===== config.mk =====
export PLATFORM = sky130hd
export DESIGN_NAME = mm_tile_feeder
export DESIGN_NICKNAME = d
export VERILOG_FILES = /design/src/rtl/mm_feed_pkg.sv /design/src/rtl/mmf_delay_line.sv /design/src/rtl/mm_tile_feeder.sv
export SDC_FILE = /design/constraint.sdc
export NUM_CORES = 1
export LEC_CHECK = 0
export CAP_MARGIN = 20
export CORE_UTILIZATION = 39
export DETAILED_ROUTE_END_ITERATION = 8
export GPL_ROUTABILITY_DRIVEN = 0
export GPL_TIMING_DRIVEN = 0
export PLACE_DENSITY = 0.77
export REMOVE_ABC_BUFFERS = 1
export SYNTH_ARGS = -nofsm -noshare
export SYNTH_HDL_FRONTEND = slang
export SYNTH_HIERARCHICAL = 1
export SYNTH_SLANG_ARGS = --single-unit

===== constraint.sdc =====
create_clock -name clk -period 1.4 [get_ports clk]
set_input_delay 0.28 -clock clk [delete_from_list [all_inputs] [get_ports clk]]
set_output_delay 0.28 -clock clk [all_outputs]
set_load 0.005 [all_outputs]

===== src/rtl/mm_feed_pkg.sv =====
// Shared FSM state type and sizing helpers for the matrix-multiply tile feeder.
package mm_feed_pkg;

    typedef enum logic [1:0] {
        IDLE  = 2'd0,
        FEED  = 2'd1,
        DRAIN = 2'd2,
        DONE  = 2'd3
    } mmf_state_e;

    // Bits needed to count 0..n-1, never less than one bit.
    function automatic int mmf_cnt_w(input int n);
        return (n > 1) ? $clog2(n) : 1;
    endfunction

    // Address width of an operand memory holding (dim/n) lane-groups of k words each.
    function automatic int mmf_addr_w(input int dim, input int n, input int k);
        return mmf_cnt_w((dim / n) * k);
    endfunction

    function automatic int mmf_tiles(input int mr, input int mc, input int n);
        return (mr / n) * (mc / n);
    endfunction

endpackage


===== src/rtl/mmf_delay_line.sv =====
// Fixed-depth shift register with synchronous clear; DEPTH=0 degenerates to a wire.
module mmf_delay_line #(
    parameter int W     = 8,
    parameter int DEPTH = 1
) (
    input  logic         clk,
    input  logic         rst,
    input  logic [W-1:0] din_i,
    output logic [W-1:0] dout_o
);

    generate
        if (DEPTH == 0) begin : g_wire
            logic unused_clk_rst;
            assign unused_clk_rst = clk ^ rst;
            assign dout_o = din_i;
        end else begin : g_pipe
            logic [W-1:0] stage_q [DEPTH];

            always_ff @(posedge clk) begin
                if (rst) begin
                    for (int i = 0; i < DEPTH; i++) stage_q[i] <= '0;
                end else begin
                    stage_q[0] <= din_i;
                    for (int i = 1; i < DEPTH; i++) stage_q[i] <= stage_q[i-1];
                end
            end

            assign dout_o = stage_q[DEPTH-1];
        end
    endgenerate

endmodule


===== src/rtl/mm_tile_feeder.sv =====
// Streams A/B operand tiles into an N x N systolic array with lane skew and PE init pulses.
// Define MMF_PERF_CNT_EN to add the perf_cycles busy-cycle counter output.
module mm_tile_feeder
    import mm_feed_pkg::*;
#(
    parameter  int D_W  = 8,
    parameter  int N    = 4,
    parameter  int MR   = 8,
    parameter  int MC   = 8,
    parameter  int K    = 8,
    localparam int AW_A = mmf_addr_w(MR, N, K),
    localparam int AW_B = mmf_addr_w(MC, N, K),
    localparam int T    = mmf_tiles(MR, MC, N),
    localparam int TW   = mmf_cnt_w(T + 1)
) (
    input  logic               clk,
    input  logic               rst,
    input  logic               start,
    input  logic               stall,
    output logic               busy,
    output logic               done,
    output logic               rd_en_A,
    output logic [AW_A-1:0]    rd_addr_A,
    input  logic [N*D_W-1:0]   rd_data_A,
    output logic               rd_en_B,
    output logic [AW_B-1:0]    rd_addr_B,
    input  logic [N*D_W-1:0]   rd_data_B,
    output logic [N*D_W-1:0]   A_skew,
    output logic [N*D_W-1:0]   B_skew,
    output logic [N*N-1:0]     init_pe,
    output logic [TW-1:0]      tile_idx
`ifdef MMF_PERF_CNT_EN
    ,
    output logic [31:0]        perf_cycles
`endif
);

    localparam int RT = MR / N;
    localparam int CT = MC / N;
    localparam int KW = mmf_cnt_w(K);
    localparam int RW = mmf_cnt_w(RT);
    localparam int CW = mmf_cnt_w(CT);
    localparam int DW = mmf_cnt_w(2 * N);

    mmf_state_e     state_q;
    logic [KW-1:0]  k_q;
    logic [RW-1:0]  r_q;
    logic [CW-1:0]  c_q;
    logic [DW-1:0]  drain_q;
    logic           req_q;
    logic           done_q;
    logic           issue;
    logic           first_d;
    logic           first_q;
    logic           ret_valid_d;
    logic           ret_valid_q;
    logic [N*D_W-1:0] a_lane_in;
    logic [N*D_W-1:0] b_lane_in;

    // req_q marks that (r,k)/(c,k) hold a read waiting to go out; it is loaded in the
    // first FEED cycle so the address is stable before the first rd_en.
    assign issue       = req_q && (state_q == FEED) && !stall && !rst;
    assign first_d     = issue && (k_q == '0);
    assign ret_valid_d = issue;

    always_ff @(posedge clk) begin
        if (rst) begin
            state_q <= IDLE;
            k_q     <= '0;
            r_q     <= '0;
            c_q     <= '0;
            drain_q <= '0;
            req_q   <= 1'b0;
            done_q  <= 1'b0;
        end else begin
            done_q <= 1'b0;
            case (state_q)
                IDLE: begin
                    if (start) begin
                        state_q <= FEED;
                        k_q     <= '0;
                        r_q     <= '0;
                        c_q     <= '0;
                        req_q   <= 1'b0;
                    end
                end
                FEED: begin
                    if (!req_q) begin
                        req_q <= 1'b1;
                    end else if (!stall) begin
                        if (k_q == KW'(K - 1)) begin
                            k_q <= '0;
                            if (c_q == CW'(CT - 1)) begin
                                c_q <= '0;
                                if (r_q == RW'(RT - 1)) begin
                                    r_q     <= '0;
                                    req_q   <= 1'b0;
                                    drain_q <= '0;
                                    state_q <= DRAIN;
                                end else begin
                                    r_q <= r_q + 1'b1;
                                end
                            end else begin
                                c_q <= c_q + 1'b1;
                            end
                        end else begin
                            k_q <= k_q + 1'b1;
                        end
                    end
                end
                DRAIN: begin
                    if (drain_q == DW'(2 * N - 1)) begin
                        state_q <= DONE;
                        done_q  <= 1'b1;
                    end else begin
                        drain_q <= drain_q + 1'b1;
                    end
                end
                DONE: begin
                    state_q <= IDLE;
                end
                default: begin
                    state_q <= IDLE;
                end
            endcase
        end
    end

    always_ff @(posedge clk) begin
        if (rst) begin
            first_q     <= 1'b0;
            ret_valid_q <= 1'b0;
        end else begin
            first_q     <= first_d;
            ret_valid_q <= ret_valid_d;
        end
    end

    assign busy      = (state_q != IDLE);
    assign done      = done_q;
    assign rd_en_A   = issue;
    assign rd_en_B   = issue;
    assign rd_addr_A = AW_A'(int'(r_q) * K + int'(k_q));
    assign rd_addr_B = AW_B'(int'(c_q) * K + int'(k_q));
    assign tile_idx  = TW'(int'(r_q) * CT + int'(c_q));

    // Only a genuine read return enters the array; bubbles and idle cycles feed zeros.
    assign a_lane_in = ret_valid_q ? rd_data_A : '0;
    assign b_lane_in = ret_valid_q ? rd_data_B : '0;

    genvar gi, gj;
    generate
        for (gi = 0; gi < N; gi++) begin : g_skew
            mmf_delay_line #(.W(D_W), .DEPTH(gi)) u_skew_a (
                .clk    (clk),
                .rst    (rst),
                .din_i  (a_lane_in[gi*D_W +: D_W]),
                .dout_o (A_skew[gi*D_W +: D_W])
            );
            mmf_delay_line #(.W(D_W), .DEPTH(gi)) u_skew_b (
                .clk    (clk),
                .rst    (rst),
                .din_i  (b_lane_in[gi*D_W +: D_W]),
                .dout_o (B_skew[gi*D_W +: D_W])
            );
        end

        // first_q already carries one cycle of latency, so PE[x][y] needs x+y more.
        for (gi = 0; gi < N; gi++) begin : g_init_row
            for (gj = 0; gj < N; gj++) begin : g_init_col
                mmf_delay_line #(.W(1), .DEPTH(gi + gj)) u_init (
                    .clk    (clk),
                    .rst    (rst),
                    .din_i  (first_q),
                    .dout_o (init_pe[gi*N + gj])
                );
            end
        end
    endgenerate

`ifdef MMF_PERF_CNT_EN
    logic [31:0] perf_q;

    always_ff @(posedge clk) begin
        if (rst) begin
            perf_q <= '0;
        end else if (state_q == IDLE && start) begin
            perf_q <= '0;
        end else if (busy && perf_q != 32'hFFFF_FFFF) begin
            perf_q <= perf_q + 32'd1;
        end
    end

    assign perf_cycles = perf_q;
`endif

endmodule


Word-level counts from Yosys, hierarchy flattened. Memories as Yosys holds them, arrays and structs flattened. Index checks and enable logic that the tools add are counted.

Bitwise gates (word level): 57. Muxes and demuxes: 108. Reductions and logical operators: 22. $add $sub $neg: 7. Equality and inequality tests: 13.

Operators with widths (count): 8-bit 2-to-1 mux (12); 1-bit 2-to-1 mux (71); 32-bit 2-to-1 mux (2); 1-bit bitwise OR (56); 3-bit 2-to-1 mux (10); 8-bit OR reduction (2); 2-bit 2-to-1 mux (7); 2-bit != test (second input constant) (7); 7-bit AND reduction (2); 3-bit one-hot mux with 2 select lines (2); 4-bit by 3-bit adder with 4-bit output (2); 2-bit one-hot mux with 4 select lines (1); 3-bit by 1-bit adder with 3-bit output (second input constant) (2); 3-bit == test (second input constant) (2); 1-bit one-hot mux with 2 select lines (3); 6-bit AND reduction (1); 2-bit nonzero test (3); 5-bit AND reduction (1); 2-bit == test (second input constant) (2); 1-bit logical AND (4); 4-bit AND reduction (1); 2-bit by 1-bit adder with 3-bit output (1); 3-bit zero test (1); 1-bit adder (second input constant) (2); other kinds (8) (10).

Memory bits (writable): 144. Input port bits: 68. Memories kept: 21. Output and inout port bits: 95. Flip-flop bits (word level): 14.

Memories: g_skew[3].u_skew_a.g_pipe.stage_q (depth 3, width 8, rd ports 3, clocked after Yosys merged registers in 0, wr ports 3, RTL line mmf_delay_line.sv:18) `logic [W-1:0] stage_q [DEPTH];`; g_skew[3].u_skew_b.g_pipe.stage_q (depth 3, width 8, rd ports 3, clocked after Yosys merged registers in 0, wr ports 3, RTL line mmf_delay_line.sv:18); g_skew[2].u_skew_a.g_pipe.stage_q (depth 2, width 8, rd ports 2, clocked after Yosys merged registers in 0, wr ports 2, RTL line mmf_delay_line.sv:18); g_skew[2].u_skew_b.g_pipe.stage_q (depth 2, width 8, rd ports 2, clocked after Yosys merged registers in 0, wr ports 2, RTL line mmf_delay_line.sv:18); g_skew[1].u_skew_a.g_pipe.stage_q (depth 1, width 8, rd ports 1, clocked after Yosys merged registers in 0, wr ports 1, RTL line mmf_delay_line.sv:18); g_skew[1].u_skew_b.g_pipe.stage_q (depth 1, width 8, rd ports 1, clocked after Yosys merged registers in 0, wr ports 1, RTL line mmf_delay_line.sv:18); +15 memories.

Depth between registers and ports, before layout.
Depth in word-level cells: 7. Depth in mapped cells: 7. Gate-level depth less buffers: 6.

Modules after synthesis. The synthesis kept the hierarchy.

By module, submodules not included: mmf_delay_line (g_skew[3].u_skew_a ...) (cells an instance 58, sequential area each 480.5 µm², instances 2, area each 753.2 µm²); mm_tile_feeder (cells an instance 169, sequential area each 280.3 µm², instances 1, area each 1286.2 µm²); mmf_delay_line (g_skew[2].u_skew_a ...) (cells an instance 41, sequential area each 320.3 µm², instances 2, area each 524.3 µm²); mmf_delay_line (g_skew[1].u_skew_a ...) (cells an instance 16, sequential area each 160.2 µm², instances 2, area each 210.2 µm²); mmf_delay_line (g_init_row[1].g_init_col[3].u_init ...) (cells an instance 8, sequential area each 80.1 µm², instances 3, area each 105.1 µm²); mmf_delay_line (g_init_row[0].g_init_col[3].u_init ...) (cells an instance 6, sequential area each 60.1 µm², instances 4, area each 78.8 µm²); mmf_delay_line (g_init_row[2].g_init_col[3].u_init ...) (cells an instance 10, sequential area each 100.1 µm², instances 2, area each 131.4 µm²); mmf_delay_line (g_init_row[0].g_init_col[2].u_init ...) (cells an instance 4, sequential area each 40.0 µm², instances 3, area each 52.6 µm²); mmf_delay_line (g_init_row[3].g_init_col[3].u_init) (cells an instance 12, sequential area each 120.1 µm², instances 1, area each 157.7 µm²); mmf_delay_line (g_skew[0].u_skew_a ...) (cells an instance 8, sequential area each 0.0 µm², instances 2, area each 60.1 µm²); mmf_delay_line (g_init_row[0].g_init_col[1].u_init ...) (cells an instance 2, sequential area each 20.0 µm², instances 2, area each 33.8 µm²); mmf_delay_line (g_init_row[0].g_init_col[0].u_init) (cells an instance 1, sequential area each 0.0 µm², instances 1, area each 7.5 µm²).

Worst setup path after synthesis. Ideal clock, no wire load.

Kind: reg-to-reg. Start point: register k_q[0]. End point: register state_q[1]. Path slack: -180 ps. Data arrival time: 1464 ps. Required time: 1284 ps. Stages on the path, launching flop included: 7. Library setup time: 116 ps. Buffers on the path: 0. Cells stage by stage: dfxtp_1 > ha_1 > ha_1 > nand3_1 > a22oi_1 > a211oi_1 > a41o_1.

Word-level cells in the longest chain between the ends: 3.

Ends and longest elaborated chain: start, declared (RTL line mm_tile_feeder.sv:46) `logic [KW-1:0] k_q;`; start signal, assigned (RTL line mm_tile_feeder.sv:107) `k_q <= k_q + 1'b1;`; 3-bit == test (RTL line mm_tile_feeder.sv:91) `if (k_q == KW'(K - 1)) begin`; 2-bit by 1-bit != test with 1-bit output (no line); 7-bit AND reduction (no line); end signal, assigned (RTL line mm_tile_feeder.sv:99) `state_q <= DRAIN;`; end signal, assigned (RTL line mm_tile_feeder.sv:113) `state_q <= DONE;`; end signal, assigned (RTL line mm_tile_feeder.sv:120) `state_q <= IDLE;`; end, declared (RTL line mm_tile_feeder.sv:45) `mmf_state_e state_q;`.

No other way between the ends. A chain may end at the register's enable or synchronous reset.

Worst setup path in the final report.
Start point: register state_q[0]. End point: register k_q[0].

Word-level cells in the longest chain between the ends: 3.

Ends and longest elaborated chain: start signal, assigned (RTL line mm_tile_feeder.sv:68) `state_q <= IDLE;`; start signal, assigned (RTL line mm_tile_feeder.sv:80) `state_q <= FEED;`; start signal, assigned (RTL line mm_tile_feeder.sv:99); 2-bit by 1-bit == test with 1-bit output / 2-bit zero test (equally long branches) (RTL line mm_tile_feeder.sv:77) `case (state_q)`; 2-bit != test (no line) / 2-bit nonzero test (equally long branches); 4-bit AND reduction (no line).

Several ways; a longest one is shown, not always the timed one.

==> results.sh <==
export IMPL_yosysSeqAreaShare_pct=55.83
export IMPL_place_inst=781
export IMPL_final_cells=840
export IMPL_worst_r2r_path_depth=8
export IMPL_ant_nets=0
export IMPL_path_clk_slew_ns=0.06
export IMPL_slowest_stage="dfxtp_4"
export IMPL_violations="negative setup slack"
export IMPL_wl_per_cell_um=13.52
export IMPL_nets=728
export IMPL_nFillCells=1191
export IMPL_insertion_delay_ns=0.41
export IMPL_rsz0062_at_grt="true"
export IMPL_pin_count=163
export IMPL_drt_iter0_drc=174
export IMPL_ys_ff_latch=158
export IMPL_wirelength_um=11350
export IMPL_worst_slew_pin_slew_ns=0.5801
export IMPL_ys_types=38
export IMPL_grtUsageTotal_pct=15.03
export IMPL_drt_pre_antenna_iters=4
export IMPL_setup_violations=30
export IMPL_diodes=0
export IMPL_min_period_ns=1.717
export IMPL_powerDensity_mw_per_mm2=1342
export IMPL_r2r_start="state_q[0]"
export IMPL_gr_total_overflow=0
export IMPL_crit_fanout=3
export IMPL_crit_family="flip-flops"
export IMPL_finalHoldViolations=0
export IMPL_path_buf_inv=3
export IMPL_worstHoldPathType="in -> reg"
export IMPL_die_w_um=122.5
export IMPL_start_util_pct=40.35
export IMPL_arrival_ns=1.99
export IMPL_r2r_end="k_q[0]"
export IMPL_max_stage_delay_ns=0.38
export IMPL_coreArea_mm2=0.01404
export IMPL_antenna_found_initial=0
export IMPL_ctsRootBufferMaster="clkbuf_16"
export IMPL_dieHeight_um=122.5
export IMPL_htreeDepth=4
export IMPL_holdPathEnd="k_q[1]"
export IMPL_cts_buffers=17
export IMPL_finalClockSkew_ns=0.007539
export IMPL_synth_edf_count=0
export IMPL_area_growth_pct=40.59
export IMPL_hold_slack_ns=0.3008
export IMPL_period_share_pct=122.7
export IMPL_syn_cell_area_mm2=0.005665
export IMPL_design_area_mm2=0.007965
export IMPL_hpwl_um=6530
export IMPL_cts_tree="built"
export IMPL_cts_sinks=158
export IMPL_async_flop_share_pct=0
export IMPL_viasPerCell=4.317
export IMPL_rows=43
export IMPL_grt_pass1_wl_um=16920
export IMPL_syn_inst=512
export IMPL_utilization_pct=56.72
export IMPL_crit_chain="inv_4, ha_4, buf_6, mux2i_4, a221o_1, buf_4, mux2i_1, nor2_1"
export IMPL_vdd_drop_max_v=0.001254
export IMPL_drc=0
export IMPL_first_global_vias=3382
export IMPL_pre_cts_slack_ns=-0.8050
export IMPL_ys_flop_type="dfxtp_1"
export IMPL_worstSetupEndpointType="flip-flop"
export IMPL_crit_path_start_kind="flip-flop"
export IMPL_p_leak_nw=3.575
export IMPL_dieArea_mm2=0.01501
export IMPL_avgSynthCellArea_um2=11.07
export IMPL_outcome="complete, but fails checks"
export IMPL_ctsLongestPathBuffers=2
export IMPL_min_path_cells=2
export IMPL_maxCapViolCount=0
export IMPL_drive_gt1_share_pct=28.48
export IMPL_grt_max_degree=96
export IMPL_hold_start="rst"
export IMPL_yosys_warnings=6
export IMPL_portBuffers=161
export IMPL_crit_type="reg -> reg"
export IMPL_setup_ws_ns=-0.3173
export IMPL_max_freq_mhz=582.3
export IMPL_vias=3626
export IMPL_r2r_slack_ns=-0.32
export IMPL_required_ns=1.68
export IMPL_slew_limit_headroom_pct=61.33
export IMPL_finalMaxSlewViolations=0
export IMPL_detailed_place_area_mm2=0.006992
synthesized netlist by cell type (all sizes together) (2+ instances only):
cell type  instances  area share [%]
mux2i              2            0.35
o21ai              5            0.44
nand2              6            0.40
nor3b              3            0.40
inv               10            0.66
clkbuf             8            0.53
dfxtp            158              56
nor2b            125              16
nand4              2            0.22
and2b             20             2.9
buf               65             9.0
and2              64             7.1
ha                11             2.4
a22oi              2            0.26
a211oi             2            0.26
a21oi              7            0.62
nor3               2            0.18
nor2               5            0.38
state kept, by name (all words and copies together), names as in the netlist:
| signal | flops |
|---|---|
| ret_valid_q | 1 |
| g_skew.u_skew_a/g_pipe.stage_q | 48 |
| drain_q | 3 |
| g_skew.u_skew_b/g_pipe.stage_q | 48 |
| first_q | 1 |
| g_init_row.g_init_col.u_init/g_pipe.stage_q | 48 |
| c_q | 1 |
| done | 1 |
| r_q | 1 |
| state_q | 2 |
| k_q | 3 |
| req_q | 1 |
placed cells by master (no fill, tap or decap), types with 6 or more instances in the layout:
cell / instances
clkdlybuf4s50_1: 67
inv_1: 7
clkbuf_16: 17
and2_1: 48
and2b_1: 8
buf_4: 19
dfxtp_4: 7
dlygate4sd2_1: 70
nor2b_2: 43
a21oi_1: 6
buf_6: 25
and2b_2: 12
and2_4: 16
nor2b_1: 80
dfxtp_1: 149
final cells by class:
class / instances / area, um2 / share of cell area, %
Clock buffer: 19 / 442.9 / 5.561
Sequential cell: 158 / 3192 / 40.07
Multi-Input combinational cell: 271 / 2120 / 26.61
Tap cell: 180 / 225.2 / 2.828
Timing Repair Buffer: 191 / 1836 / 23.04
Clock inverter: 11 / 107.6 / 1.351
Inverter: 10 / 42.54 / 0.5341
stage by stage:
stage | power, W | TNS, ns
6_report | 0.01069 | -4.806
5_1_grt | 0.01108 | -6.167
4_1_cts | 0.01048 | -4.660
3_5_place_dp | 0.005731 | -16.89
3_3_place_gp | 0.005658 | -654.86
2_1_floorplan | 0.005225 | -1.154
logic make-up (layout without fill, tap and decap cells):
logic type      Yosys count  count (layout)  share of synthesized area (%)
simple gates            234             234                          28.31
flops                   158             158                          55.83
buf+inv                  83             231                          10.20
compound gates           22              22                          2.540
fa+ha+maj                11              11                          2.429
mux                       3               3                         0.6183
other cells               1               1                        0.06619
how the worst max path moves through the flow:
stage          startpoint    endpoint  slack, ns  depth (start not counted)
2_1_floorplan      k_q[0]  state_q[1]      -0.21                          6
3_3_place_gp          rst     rd_en_B      -5.00                          3
3_5_place_dp        stall     rd_en_A      -0.81                          4
4_1_cts        state_q[0]     rd_en_A      -0.25                          4
5_1_grt            k_q[1]  drain_q[0]      -0.37                          7
6_report       state_q[0]      k_q[0]      -0.32                          8
repair_timing:
| item | CTS | global route |
|---|---|---|
| pin swaps | 6 | 10 |
| buffers inserted | 24 | 6 |
| setup endpoints to repair | 117 | 34 |
| gates resized for setup | 222 | 29 |
| hold buffers | 0 | 0 |
where the power goes:
group,total [W],switching [W],internal (W)
Sequential,0.00463,0.0000625,0.00457
Clock,0.00430,0.00180,0.00250
Combinational,0.00175,0.000803,0.000948
Total,0.0107,0.00267,0.00802
metal layers:
layer  global-route usage [%]  up-vias  share of wire [%]
met5                        0        -                  0
met2                    24.75      123                 50
met1                    17.06     1672                 41
met4                    6.860        0                2.7
met3                    5.901       24                6.1
li1                         -     1807                  -
(Power assumes the default switching activity.)
